===== config.mk =====
export PLATFORM = sky130hd
export DESIGN_NAME = seq_divider
export DESIGN_NICKNAME = d
export VERILOG_FILES = /design/src/rtl/calc_div_pkg.sv /design/src/rtl/div_step.sv /design/src/rtl/seq_divider.sv
export SDC_FILE = /design/constraint.sdc
export NUM_CORES = 1
export LEC_CHECK = 0
export ABC_AREA = 1
export CAP_MARGIN = 10
export CORE_MARGIN = 3
export CORE_UTILIZATION = 28
export DETAILED_ROUTE_END_ITERATION = 7
export SYNTH_ARGS = -nofsm -noshare
export SYNTH_HDL_FRONTEND = slang
export SYNTH_HIERARCHICAL = 1
export SYNTH_SLANG_ARGS = --single-unit

===== constraint.sdc =====
create_clock -name clk -period 2.3 [get_ports clk]
set_input_delay 0.46 -clock clk [delete_from_list [all_inputs] [get_ports clk]]
set_output_delay 0.46 -clock clk [all_outputs]
set_load 0.02 [all_outputs]

===== src/rtl/calc_div_pkg.sv =====
// Shared definitions for the sequential sign-magnitude divider: FSM state
// type and its encoding constants.
package calc_div_pkg;

    localparam logic [1:0] ST_IDLE = 2'b00;
    localparam logic [1:0] ST_BUSY = 2'b01;
    localparam logic [1:0] ST_DONE = 2'b10;

    typedef enum logic [1:0] {
        IDLE = ST_IDLE,
        BUSY = ST_BUSY,
        DONE = ST_DONE
    } state_t;

endpackage


===== src/rtl/div_step.sv =====
// One combinational restoring-division step: shift the next dividend bit
// into the partial remainder, trial-subtract the divisor and keep the
// difference only when it did not borrow.
module div_step
    import calc_div_pkg::*;
#(
    parameter int WIDTH = 8
) (
    input  logic [WIDTH:0]   p_in,
    input  logic             bit_in,
    input  logic [WIDTH-1:0] divisor,
    output logic [WIDTH:0]   p_out,
    output logic             q_bit
);

    logic [WIDTH:0]   shifted;
    logic [WIDTH+1:0] trial;

    // The partial remainder entering a step is always below the divisor, so
    // its top bit is zero and is dropped by the shift.
    logic unused_p_msb;
    assign unused_p_msb = p_in[WIDTH];

    // Shift, trial subtract with a borrow bit, then restore or keep.
    always_comb begin
        shifted = {p_in[WIDTH-1:0], bit_in};
        trial   = {1'b0, shifted} - {2'b00, divisor};
        q_bit   = ~trial[WIDTH+1];
        p_out   = q_bit ? trial[WIDTH:0] : shifted;
    end

endmodule


===== src/rtl/seq_divider.sv =====
// Multi-cycle sign-magnitude restoring divider, one quotient bit per clock,
// with a start/done handshake and registered results.
// Optional build macro: DIV_ZERO_FAST_EN -- when defined, a zero divisor is
// detected at accept and the result is produced one cycle later instead of
// after the full WIDTH iterations.
module seq_divider
    import calc_div_pkg::*;
#(
    parameter int WIDTH = 8
) (
    input  logic             clk,
    input  logic             reset_n,
    input  logic             start,
    input  logic [WIDTH-1:0] A,
    input  logic [WIDTH-1:0] B,
    input  logic             Asign,
    input  logic             Bsign,
    output logic             busy,
    output logic             done,
    output logic [WIDTH-1:0] Res,
    output logic [WIDTH-1:0] Remainder,
    output logic             negative,
    output logic             rem_neg,
    output logic             error
);

    localparam int CNT_W = $clog2(WIDTH + 1);

    state_t             state_q;
    state_t             state_d;
    logic [WIDTH-1:0]   a_q;       // dividend, shifts left; quotient bits fill from the LSB
    logic [WIDTH-1:0]   b_q;
    logic               asign_q;
    logic               bsign_q;
    logic [WIDTH:0]     p_q;       // partial remainder
    logic [WIDTH:0]     p_next;
    logic               q_bit;
    logic [CNT_W-1:0]   cnt_q;
    logic               accept;
    logic               last_step;
    logic               b_zero;
    logic               zero_fast;
    logic [WIDTH-1:0]   quot_final;
    logic [WIDTH-1:0]   rem_final;

    assign busy       = (state_q == BUSY);
    assign done       = (state_q == DONE);
    assign accept     = start && (state_q != BUSY);
    assign last_step  = (state_q == BUSY) && (cnt_q == CNT_W'(1));
    assign b_zero     = (b_q == '0);
    assign quot_final = {a_q[WIDTH-2:0], q_bit};
    assign rem_final  = p_next[WIDTH-1:0];

`ifdef DIV_ZERO_FAST_EN
    assign zero_fast = (B == '0);
`else
    assign zero_fast = 1'b0;
`endif

    div_step #(
        .WIDTH (WIDTH)
    ) u_step (
        .p_in    (p_q),
        .bit_in  (a_q[WIDTH-1]),
        .divisor (b_q),
        .p_out   (p_next),
        .q_bit   (q_bit)
    );

    // State register.
    always_ff @(posedge clk or negedge reset_n) begin
        // NOTE: clocked state uses non-blocking assignments so every register
        // samples pre-edge values regardless of block ordering.
        if (!reset_n) begin
            state_q <= IDLE;
        end else begin
            state_q <= state_d;
        end
    end

    // Next-state logic.
    always_comb begin
        // NOTE: default first so no path leaves state_d unassigned (no latch).
        state_d = state_q;
        case (state_q)
            IDLE: begin
                if (accept) state_d = zero_fast ? DONE : BUSY;
            end
            BUSY: begin
                if (last_step) state_d = DONE;
            end
            DONE: begin
                if (accept) state_d = zero_fast ? DONE : BUSY;
                else        state_d = IDLE;
            end
            default: state_d = IDLE;
        endcase
    end

    // Operand capture, iteration and result registers.
    always_ff @(posedge clk or negedge reset_n) begin
        // NOTE: datapath registers are reset as well, because the outputs must
        // read zero immediately on reset and an abort must leave nothing stale.
        if (!reset_n) begin
            a_q       <= '0;
            b_q       <= '0;
            asign_q   <= 1'b0;
            bsign_q   <= 1'b0;
            p_q       <= '0;
            cnt_q     <= '0;
            Res       <= '0;
            Remainder <= '0;
            negative  <= 1'b0;
            rem_neg   <= 1'b0;
            error     <= 1'b0;
        end else if (accept) begin
            a_q     <= A;
            b_q     <= B;
            asign_q <= Asign;
            bsign_q <= Bsign;
            p_q     <= '0;
            cnt_q   <= CNT_W'(WIDTH);
            if (zero_fast) begin
                Res       <= '1;
                Remainder <= A;
                negative  <= 1'b0;
                rem_neg   <= 1'b0;
                error     <= 1'b1;
            end
        end else if (state_q == BUSY) begin
            p_q   <= p_next;
            a_q   <= {a_q[WIDTH-2:0], q_bit};
            cnt_q <= cnt_q - CNT_W'(1);
            if (last_step) begin
                // A zero divisor naturally yields all-ones quotient and
                // remainder A; only the sign flags need forcing.
                Res       <= quot_final;
                Remainder <= rem_final;
                negative  <= (asign_q ^ bsign_q) && (quot_final != '0) && !b_zero;
                rem_neg   <= asign_q && (rem_final != '0) && !b_zero;
                error     <= b_zero;
            end
        end
    end

endmodule

# Word-level counts from Yosys, hierarchy flattened
# Cells that the tools add are included.
# totals
word_cells	48
ff_bits	51
out_inout_bits	21
inputBits	21
# classes
n_addsub	2
eq_ne	6
n_mux	11
bitwise_logic	3
n_reduce_logical	14
# ops
cell	count
$mux W8	5
$reduce_bool A8 Y1	2
$sub A9 B8 Y10	1
$logic_not A8 Y1	1
$mux W4	2
$logic_and A1 B1 Y1	6
$pmux W2 S3	1
$eq A4 B1 Y1 const B	1
$mux W2	2
$ne A2 B1 Y1 const B	2
$sub A4 B1 Y4 const B	1
$reduce_and A3 Y1	1
$eq A2 B1 Y1 const B	1
$eq A2 B2 Y1 const B	1
$logic_not A2 Y1	1
$ne A2 B2 Y1 const B	1
$not A1 Y1	2
$reduce_and A2 Y1	1
$reduce_bool A2 Y1	1
$logic_not A1 Y1	1
$mux W1	1
$xor A1 B1 Y1	1

# Logic depth before layout (Yosys ltp)
# Gate-level depths: netlist (run 1).
# logic_depth
ltp_word	5
mapped_depth	17

# Hierarchy
# Netlist (run 1), hierarchy kept.
# by_module_without_submodules
module	cells_per_inst	instances	area_each_um2	seq_area_each_um2
seq_divider	246	1	2142.1	1301.2
div_step	125	1	678.2	0.0

# Worst setup path before layout (run 1)
# No wires, ideal clock.
# synth_timing
path_type	register -> register
from	register a_q[7]
to	register rem_neg
stages_incl_launch_ff	15
t_arrival_ns	1.828
n_path_buf	0
setup_time_ns	0.116
setup_slack_ns	0.355
required_ns	2.184
synth_period_minus_slack_ns	1.945
cell_sequence	dfrtp_1 inv_1 ha_1 fa_1 o21ai_0 nand2_1 xnor2_1 nand2_1 nand2_1 nor2_1 nand2_1 nor2_1 nor2_1 nand2_1 nand2_1
# synth_via
elab_chain_len	5
# synth_rtl
element	line_no	source
start, declared	seq_divider.sv:31	logic [WIDTH-1:0] a_q;
start signal, assigned	seq_divider.sv:132	a_q <= {a_q[WIDTH-2:0], q_bit};
$sub A9 B8 Y10	div_step.sv:27	trial = {1'b0, shifted} - {2'b00, divisor};
$mux W8	div_step.sv:29	p_out = q_bit ? trial[WIDTH:0] : shifted;
net p_next[4]	seq_divider.sv:36	logic [WIDTH:0] p_next;
$reduce_bool A8 Y1	seq_divider.sv:140	rem_neg <= asign_q && (rem_final != '0) && !b_zero;
$logic_and A1 B1 Y1 (2 in series)	seq_divider.sv:140	
end signal, assigned	seq_divider.sv:140	
end, declared	seq_divider.sv:23	output logic rem_neg,
# The timed path passes the listed nets, and every way through them passes these cells.
# A chain may end at the register's enable or synchronous reset.

# Final worst setup path (run 1)
# layout_timing
from	register state_q[1]
to	output busy
# layout_via
elab_chain_len	1
# layout_rtl
element	line_no	source
start, declared	seq_divider.sv:29	state_t state_q;
start signal, assigned	seq_divider.sv:77	state_q <= state_d;
$eq A2 B1 Y1	seq_divider.sv:46	assign busy = (state_q == BUSY);
end, declared	seq_divider.sv:18	output logic busy,
# No other way between the ends.

==> impl_results.md, run 1 <==
- Tightest Pin Transition: 0.4546 ns
- Die X: 104.8 um
- Drc violations: 0
- N_diodes: 0
- Vias post-DR: 2311
- Routed WL: 6300 um
- Critical Path Start: state_q[1]$_DFFE_PN0P_
- Met3 GRT Util: 2.532%
- Die height: 104.8 um
- Global placement routability congestion: 0.8149
- Final setup vio count: 0
- 1st-pass router iterations: 6
- Net Count, Synth: 389
- Core ar.: 9371 um^2
- Antenna Nets Post-Route: 0
- Largest net degree at the start of global routing: 52
- Slew Limit Fails: 0
- Final Cycle Share: 93.12%
- Busiest grt layer: met2
- Worst-path clk slew: 0.09 ns
- Combinational power share: 61.9%
- RSZ-0062 raised after global routing: no
- NetSw: 2.724 mW
- TritonCTS clock tree: done
- Crit. End Element: primary output
- Crit-path max cell delay: 0.66 ns
- Die ar.: 10990 um^2
- CTS Buf Count: 5
- Post-DP HPWL: 4714 um
- R2R Path Start: b_q[5]$_DFFE_PN0P_
- Worst vdd ir: 0.0006895 V
- Critical path class: flop to primary output
- Reg power frac: 29.0%
- Worst slew margin: 69.66%
- Total GRT Usage: 11.38%
- Pwr dens: 1648 nW/um^2
- Clock Skew: 0.006457 ns
- Clock Sink Count: 51
- Synth-to-layout area growth: 27.51%
- Final Hold Vio Count: 0
- Critical path required time: 1.84 ns
- Cells on worst reg2reg path: 13
- Vias per inst: 4.336
- Worst-path maximum fanout: 12
- Ys Warns: 6
- Leak pwr: 1.719 nW
- Synth Instances: 357
- Hold Path Class: primary input to async pin
- Clk root buf: clkbuf_8
- Io pins: 42
- Met2 GRT Util: 17.37%
- R2r endpoint: rem_neg$_DFFE_PN0P_
- Avg Inst Size Synth: 7.658 um^2
- Iteration-0 DRC Markers: 85
- Crit-path cells: nor2_4 > clkdlybuf4s50_1
- Htree depth: 2
- Clock power share: 9.0%
- Place WS: 0.05778 ns
- Starting Density: 29.17%
- Critical path's slowest cell: clkdlybuf4s50_1
- R2R Setup Slk: 0.24 ns
- Worst setup margin: 0.1584 ns
- F_max: 0.4669 GHz
- GR Layer Usage met1: 16.30%
- Internal: 3.022 mW
- Routed len/inst: 11.82 um
- Startpoint Class: flop
- Sw Share: 47.41%
- Port Buffers: 41
- Final worst path period need: 2.142 ns
- First-pass GRT wire length: 10320 um
- Max Cap Violations: 0
- Clk buf depth: 2
- Final TNS setup: 0 ns
- Grt ovf: 0
- Status: finished, final reports clean
- Std-Cell Rows: 35
- Initial antenna violation count: 0
- Cell Area, Synth: 2734 um^2
- Skew-Pair Late Insertion Delay: 0.30 ns
- Vias in the first global route: 2189
- Layout cells sized above 1: 9.406%
- Critical Path AT: 1.68 ns
- Fin nets: 436
-- per-stage QoR --
step,hold WS [ns],total power [mW],cells,util (%),instance area [um^2]
after floorplan,0.1644,4.016,357,-,2734
after global placement,0.4700,4.953,524,35.30,3308
after detailed placement,0.4691,5.020,524,35.30,3308
after CTS,0.1445,5.558,531,36.24,3396
after global routing,0.1477,6.321,533,37.20,3486
final,0.1419,5.746,533,37.20,3486
-- state kept, by name, summed over array words and instances (netlist names), 2 cells and up --
name	count
Remainder	8
Res	8
a_q	8
b_q	8
p_q	8
cnt_q	4
state_q	2
-- area by class of cell --
cell class	instances	area, um^2
Clock inverter	1	5.005
Sequential cell	51	1276
Tap cell	129	161.4
Clock buffer	6	82.58
Multi-Input combinational cell	248	1303
Timing Repair Buffer	48	470.5
Inverter	50	187.7
Fill cell	1010	5886
-- per-layer routing --
metal	routed length [um]	part of all wire, %	vias to the layer above
li1	-	-	1199
met1	3218	51	1074
met2	2785	44	36
met3	258	4.1	2
met4	37	0.59	0
met5	0	0	-
-- timing repair --
item,4_1_cts,5_1_grt
gates resized for setup,0,10
setup endpoints to repair,0,3
setup buffers,0,1
hold buffers,0,0
hold endpoints to repair,0,0
-- cells in the final DEF (no fill, tap or decap), drive strengths merged --
cell type      count
nand2            140
dfrtp             51
inv               49
clkdlybuf4s50     40
nor2              33
o21ai             28
nand3             15
ha                10
buf                8
clkbuf             6
nand4              5
xnor2              4
a21oi              4
o221ai             2
o211ai             2
nand3b             2
clkinv             2
o22ai              1
or2                1
fa                 1
-- worst max-delay path: cells and delay by family, from the launching register on --
family,cells,cell delay [ns]
flip-flops,1,0.44
AND/OR/NAND/NOR,1,0.29
buffers and inverters,1,0.66
-- worst max-delay path by stage --
stage | end | slack [ns]
after floorplan | rem_neg$_DFFE_PN0P_ | 0.40
after global placement | rem_neg$_DFFE_PN0P_ | 0.18
after detailed placement | rem_neg$_DFFE_PN0P_ | 0.06
after CTS | rem_neg$_DFFE_PN0P_ | 0.02
after global routing | rem_neg$_DFFE_PN0P_ | 0.002
final | busy | 0.16
-- power groups by stage --
stage               logic (mW)  clock network [mW]  registers [mW]
finish                    3.56               0.519            1.67
global route              4.01               0.579            1.73
CTS                       3.35               0.543            1.66
detailed placement        3.34                   0            1.68
global placement          3.28                   0            1.67
floorplan                 2.22                   0            1.80
No activity file was read; power rests on OpenSTA's default activity.
==> run 2, diff against run 1 <==
Settings changed: PLACE_DENSITY set to 0.48, SLEW_MARGIN set to 20.
==> impl_results.md, run 2 (synthesis gave the netlist of run 1 again) <==
- Startpoint Class: flop
- Core ar.: 9371 um^2 (unchanged)
- Final TNS setup: 0 ns (unchanged)
- Final Hold Vio Count: 0 (unchanged)
- Hold_ws: 0.1336 ns (-0.008307 ns)
- Met3 GRT Util: 2.347% (-0.19 points)
- Final worst path period need: 2.076 ns (-0.06601 ns)
- Crit-path max cell delay: 0.66 ns (about the same)
- N_diodes: 0 (unchanged)
- GR Layer Usage met1: 15.96% (-0.34 points)
- Clock Skew: 0.005662 ns (-0.0007945 ns)
- Critical path class: flop to primary output
- Worst vdd ir: 0.0005066 V (-27%)
- Crit. End Element: primary output
- Fin nets: 435 (-0.23%)
- Iteration-0 DRC Markers: 73 (-14%)
- TritonCTS clock tree: done
- Grt ovf: 0 (unchanged)
- Leak pwr: 1.704 nW (-0.89%)
- Worst setup margin: 0.2244 ns (+0.06601 ns)
- Total GRT Usage: 12.64% (+1.3 points)
- Antenna Nets Post-Route: 0 (unchanged)
- Hold Path Class: primary input to async pin
- Clock Sink Count: 51 (unchanged)
- Starting Density: 29.17% (unchanged)
- RSZ-0062 raised after global routing: no
- CP bufs+invs: 2 (+1)
- Die height: 104.8 um (unchanged)
- Die X: 104.8 um (unchanged)
- Vias in the first global route: 2403 (+9.8%)
- Worst-path maximum fanout: 8 (-4)
- Leading cell type in the layout, fill and taps excluded: nand2_1
- Std-Cell Rows: 35 (unchanged)
- Layout fillers: 1007 (-0.30%)
- 1st-pass router iterations: 4 (-2)
- Post-DP HPWL: 5307 um (+13%)
- Met2 GRT Util: 21.77% (+4.4 points)
- Drc violations: 0 (unchanged)
- Vias post-DR: 2281 (-1.3%)
- Critical Path AT: 1.62 ns (-0.06 ns)
- Layout cells sized above 1: 8.168% (-1.2 points)
- Worst-path clk slew: 0.09 ns (about the same)
- F_max: 0.4818 GHz (+3.2%)
- Port Buffers: 41 (unchanged)
- # hold bufs at CTS: 0 (unchanged)
- Global placement routability congestion: 0.8725 (+7.1%)
- Htree depth: 2 (unchanged)
- CTS Buf Count: 5 (unchanged)
- Pwr dens: 1653 nW/um^2 (+0.29%)
- Status: finished, final reports clean
- Busiest grt layer: met2
- Commonest cells after routing, fill and taps aside: nand2_1, dfrtp_1, inv_1, clkdlybuf4s50_1, nor2_1
- First-pass GRT wire length: 11140 um (+8.0%)
- Crit-path cells: inv_2 > nor2_4 > clkdlybuf4s50_1
- Final Cycle Share: 90.25% (-2.9 points)
- Final Power: 5.666 mW (-1.4%)
- Critical path's top delay family: buffers and inverters
- Critical path required time: 1.84 ns (about the same)
- Initial antenna violation count: 0 (unchanged)
- Final setup vio count: 0 (unchanged)
- Critical path's slowest cell: clkdlybuf4s50_1
- Io pins: 42 (unchanged)
- Tightest Pin Transition: 0.5542 ns (+0.09955 ns)
- Synth-to-layout area growth: 25.35%
- Routed WL: 6820 um (+8.3%)
- Slew Limit Fails: 0 (unchanged)
- Worst slew margin: 63.06% (-6.6 points)
- Max Cap Violations: 0 (unchanged)
- Clk buf depth: 2 (unchanged)
- Clk root buf: clkbuf_8
- Die ar.: 10990 um^2 (unchanged)
- Routed len/inst: 12.80 um (+8.3%)
- Vias per inst: 4.280 (-1.3%)
- Largest net degree at the start of global routing: 25 (-52%)
- Skew-Pair Late Insertion Delay: 0.30 ns (about the same)
- Place WS: 0.08544 ns (+0.02766 ns)
[run 2: layer usage]
layer | vias up | share of wire, % | routed length (um)
li1 | 1194 | - | -
met1 | 1051 | 46 | 3132
met2 | 29 | 50 | 3422
met3 | 7 | 2.7 | 181
met4 | 0 | 1.2 | 82
met5 | - | 0 | 0
[run 2: cell type report]
type / count / area [um^2] / area share, %
Inverter: 50 / 187.7 / 5.476
Tap cell: 129 / 161.4 / 4.710
Sequential cell: 51 / 1276 / 37.24
Clock inverter: 1 / 7.507 / 0.2191
Clock buffer: 7 / 96.34 / 2.811
Timing Repair Buffer: 47 / 450.4 / 13.14
Multi-Input combinational cell: 248 / 1247 / 36.40
[run 2: final timing paths]
check                                  startpoint             endpoint  slack (ns)  depth (start not counted)
min in group clk               Res[2]$_DFFE_PN0P_   Res[2]$_DFFE_PN0P_        0.49                          2
max in group asynchronous                 reset_n   b_q[4]$_DFFE_PN0P_        1.55                          2
max reg2reg                    p_q[2]$_DFFE_PN0P_  rem_neg$_DFFE_PN0P_        0.23                         15
min                                       reset_n   Res[0]$_DFFE_PN0P_        0.13                          1
max                        state_q[0]$_DFFE_PN0P_                 busy        0.22                          3
min reg2reg                    Res[2]$_DFFE_PN0P_   Res[2]$_DFFE_PN0P_        0.49                          2
[run 2: repair_timing]
item / in CTS / in global routing
resized for setup: 0 / 3
endpoints found under the hold margin: 0 / 0
setup buffers: 0 / 0
setup endpoints to repair: 0 / 8
[run 2: worst register-to-register path: stages, from the launching register on]
cell	delay, ns
dfrtp_1	0.42
ha_1	0.39
nand2_2	0.11
inv_1	0.05
nand2_1	0.07
nand2_1	0.06
nand2_2	0.15
nand3_4	0.16
nand2_1	0.09
o21ai_1	0.07
nor2_1	0.11
nand2_1	0.06
nor2_1	0.09
nor2_1	0.05
nand2_1	0.06
nand2_1	0.04
[run 2: power by group]
group / internal (mW) / total, mW / switching [mW] / leakage (nW)
clock: 0.274 / 0.578 / 0.304 / 0.0505
sequential: 1.34 / 1.65 / 0.314 / 0.627
combinational: 1.34 / 3.43 / 2.10 / 1.03
[run 2: stage by stage]
step | cell area (um^2) | instances | util, %
global route | 3427 | 533 | 36.57
CTS | 3400 | 532 | 36.28
global placement | 3296 | 524 | 35.17
floorplan | 2734 | 357 | -
detailed placement | 3296 | 524 | 35.17
finish | 3427 | 533 | 36.57
==> run 3, diff against run 2 <==
Settings changed: GPL_TIMING_DRIVEN set to 1, RECOVER_POWER set to 25.
==> impl_results.md, run 3 (synthesis gave the netlist of run 1 again) <==
- Status: finished, final reports clean
- Hold Path Class: primary input to async pin
- Antenna Nets Post-Route: 0 (unchanged)
- Critical path required time: 2.55 ns (+0.71 ns)
- Critical Path AT: 2.33 ns (+0.71 ns)
- 1st-pass router iterations: 4 (unchanged)
- Std-Cell Rows: 35 (unchanged)
- Synth-to-layout area growth: 25.17%
- Routed WL: 6825 um (about the same)
- # hold bufs at CTS: 0 (unchanged)
- First-pass GRT wire length: 11140 um (unchanged)
- Clk root buf: clkbuf_8
- Crit. End Element: flop
- Startpoint Class: flop
- Layout cells sized above 1: 7.673% (-0.50 points)
- Grt ovf: 0 (unchanged)
- Die ar.: 10990 um^2 (unchanged)
- Cells on worst reg2reg path: 14 (-1)
- Clock Skew: 0.005661 ns (-0.0000008900 ns)
- Layout fillers: 1009 (+0.20%)
- Die X: 104.8 um (unchanged)
- Initial antenna violation count: 0 (unchanged)
- Global placement routability congestion: 0.8725 (unchanged)
- Worst slew margin: 11.82% (-51 points)
- Iteration-0 DRC Markers: 72 (-1.4%)
- Area of the multi-input gates: 1247 um^2 (unchanged)
- Tightest Pin Transition: 1.323 ns (+0.7686 ns)
- Leak pwr: 1.698 nW (-0.37%)
- Reg power frac: 29.1% (about the same)
- Worst setup margin: 0.2174 ns (-0.007006 ns)
- Vias per inst: 4.281 (about the same)
- Core ar.: 9371 um^2 (unchanged)
- Final worst path period need: 2.083 ns (+0.007006 ns)
- Vias post-DR: 2282 (+0.044%)
- TritonCTS clock tree: done
- Register area: 1276 um^2 (unchanged)
- Post-DP HPWL: 5307 um (unchanged)
- Largest net degree at the start of global routing: 25 (unchanged)
- Clk buf depth: 2 (unchanged)
- Vias in the first global route: 2403 (unchanged)
- Final Hold Vio Count: 0 (unchanged)
- Final Cycle Share: 90.55% (+0.30 points)
- Routed len/inst: 12.80 um (about the same)
- Final Power: 5.668 mW (about the same)
- Worst vdd ir: 0.0005066 V (about the same)
- Clock Sink Count: 51 (unchanged)
- Final TNS setup: 0 ns (unchanged)
- Slew Limit Fails: 0 (unchanged)
- Io pins: 42 (unchanged)
- Combinational power share: 60.6% (about the same)
- Commonest cells after routing, fill and taps aside: nand2_1, dfrtp_1, inv_1, clkdlybuf4s50_1, nor2_1
- Port Buffers: 41 (unchanged)
- Skew-Pair Late Insertion Delay: 0.30 ns (about the same)
- Clock power share: 10.2% (about the same)
- Die height: 104.8 um (unchanged)
- Sw Share: 47.98% (about the same)
- Leading cell type in the layout, fill and taps excluded: nand2_1
- Pwr dens: 1656 nW/um^2 (+0.19%)
- Worst-path maximum fanout: 7 (-1)
- N_diodes: 0 (unchanged)
- Final setup vio count: 0 (unchanged)
- Cells after DPL: 524 (unchanged)
- RSZ-0062 raised after global routing: no
- Fin util: 36.52% (-0.053 points)
- Fin nets: 435 (unchanged)
- Htree depth: 2 (unchanged)
- CTS Buf Count: 5 (unchanged)
- Drc violations: 0 (unchanged)
- Post-DP Area: 3296 um^2 (unchanged)
- NetSw: 2.719 mW (+0.13%)
- Starting Density: 29.17% (unchanged)
- Finished Layout Cells: 533 (unchanged)
- Internal: 2.949 mW (about the same)
- Critical path class: flop to flop
- Worst-path clk slew: 0.09 ns (about the same)
- Place WS: 0.08544 ns (unchanged)
- Max Cap Violations: 0 (unchanged)
- Hold_ws: 0.4272 ns (+0.2936 ns)
- Final Cell Area: 3422 um^2 (-0.15%)
- F_max: 0.4802 GHz (-0.34%)
- Total GRT Usage: 12.64% (unchanged)
==> run 3: path summary, 6_finish.rpt <==
path / from / end / slack (ns)
max in group asynchronous: reset_n / state_q[0]$_DFFE_PN0P_ / 0.60
setup reg to reg: p_q[2]$_DFFE_PN0P_ / rem_neg$_DFFE_PN0P_ / 0.22
min in group clk: Res[2]$_DFFE_PN0P_ / Res[2]$_DFFE_PN0P_ / 0.49
hold / removal: reset_n / Res[0]$_DFFE_PN0P_ / 0.43
setup / recovery: p_q[2]$_DFFE_PN0P_ / rem_neg$_DFFE_PN0P_ / 0.22
hold reg to reg: Res[2]$_DFFE_PN0P_ / Res[2]$_DFFE_PN0P_ / 0.49
==> run 3: critical path, stage by stage (launching register included) <==
cell	delay [ns]
dfrtp_1	0.42
ha_1	0.39
nand2_2	0.11
inv_1	0.05
nand2_1	0.07
nand2_1	0.06
nand2_2	0.15
nand3_2	0.19
o21ai_1	0.21
nor2_1	0.07
nand2_1	0.06
nor2_1	0.04
nor2_1	0.09
nand2_1	0.06
nand2_1	0.05
==> run 3: power by group through the flow <==
stage / clock, mW / sequential (mW) / combinational, mW
after global routing: 0.644 / 1.71 / 3.86
after floorplan: 0 / 1.80 / 2.22
after global placement: 0 / 1.67 / 3.38
after CTS: 0.602 / 1.66 / 3.39
final: 0.578 / 1.65 / 3.44
after detailed placement: 0 / 1.68 / 3.37
==> run 3: final cells by class <==
cell class	count	area share, %
Timing Repair Buffer	47	13.02
Multi-Input combinational cell	248	36.45
Clock inverter	1	0.2194
Clock buffer	7	2.815
Inverter	50	5.484
Tap cell	129	4.717
Sequential cell	51	37.29
==> run 3: layer usage <==
metal  vias to the layer above  GRT usage (%)  wire [um]
li1                       1195              -          -
met2                        28          21.77       3422
met4                         0          4.030         82
met5                         -              0          0
met1                      1052          15.96       3146
met3                         7          2.347        174
==> run 3: what timing repair did <==
item,4_1_cts,5_1_grt
endpoints found under the hold margin,0,0
gates resized for setup,0,3
endpoints found under the setup margin,0,8
buffers inserted,0,0
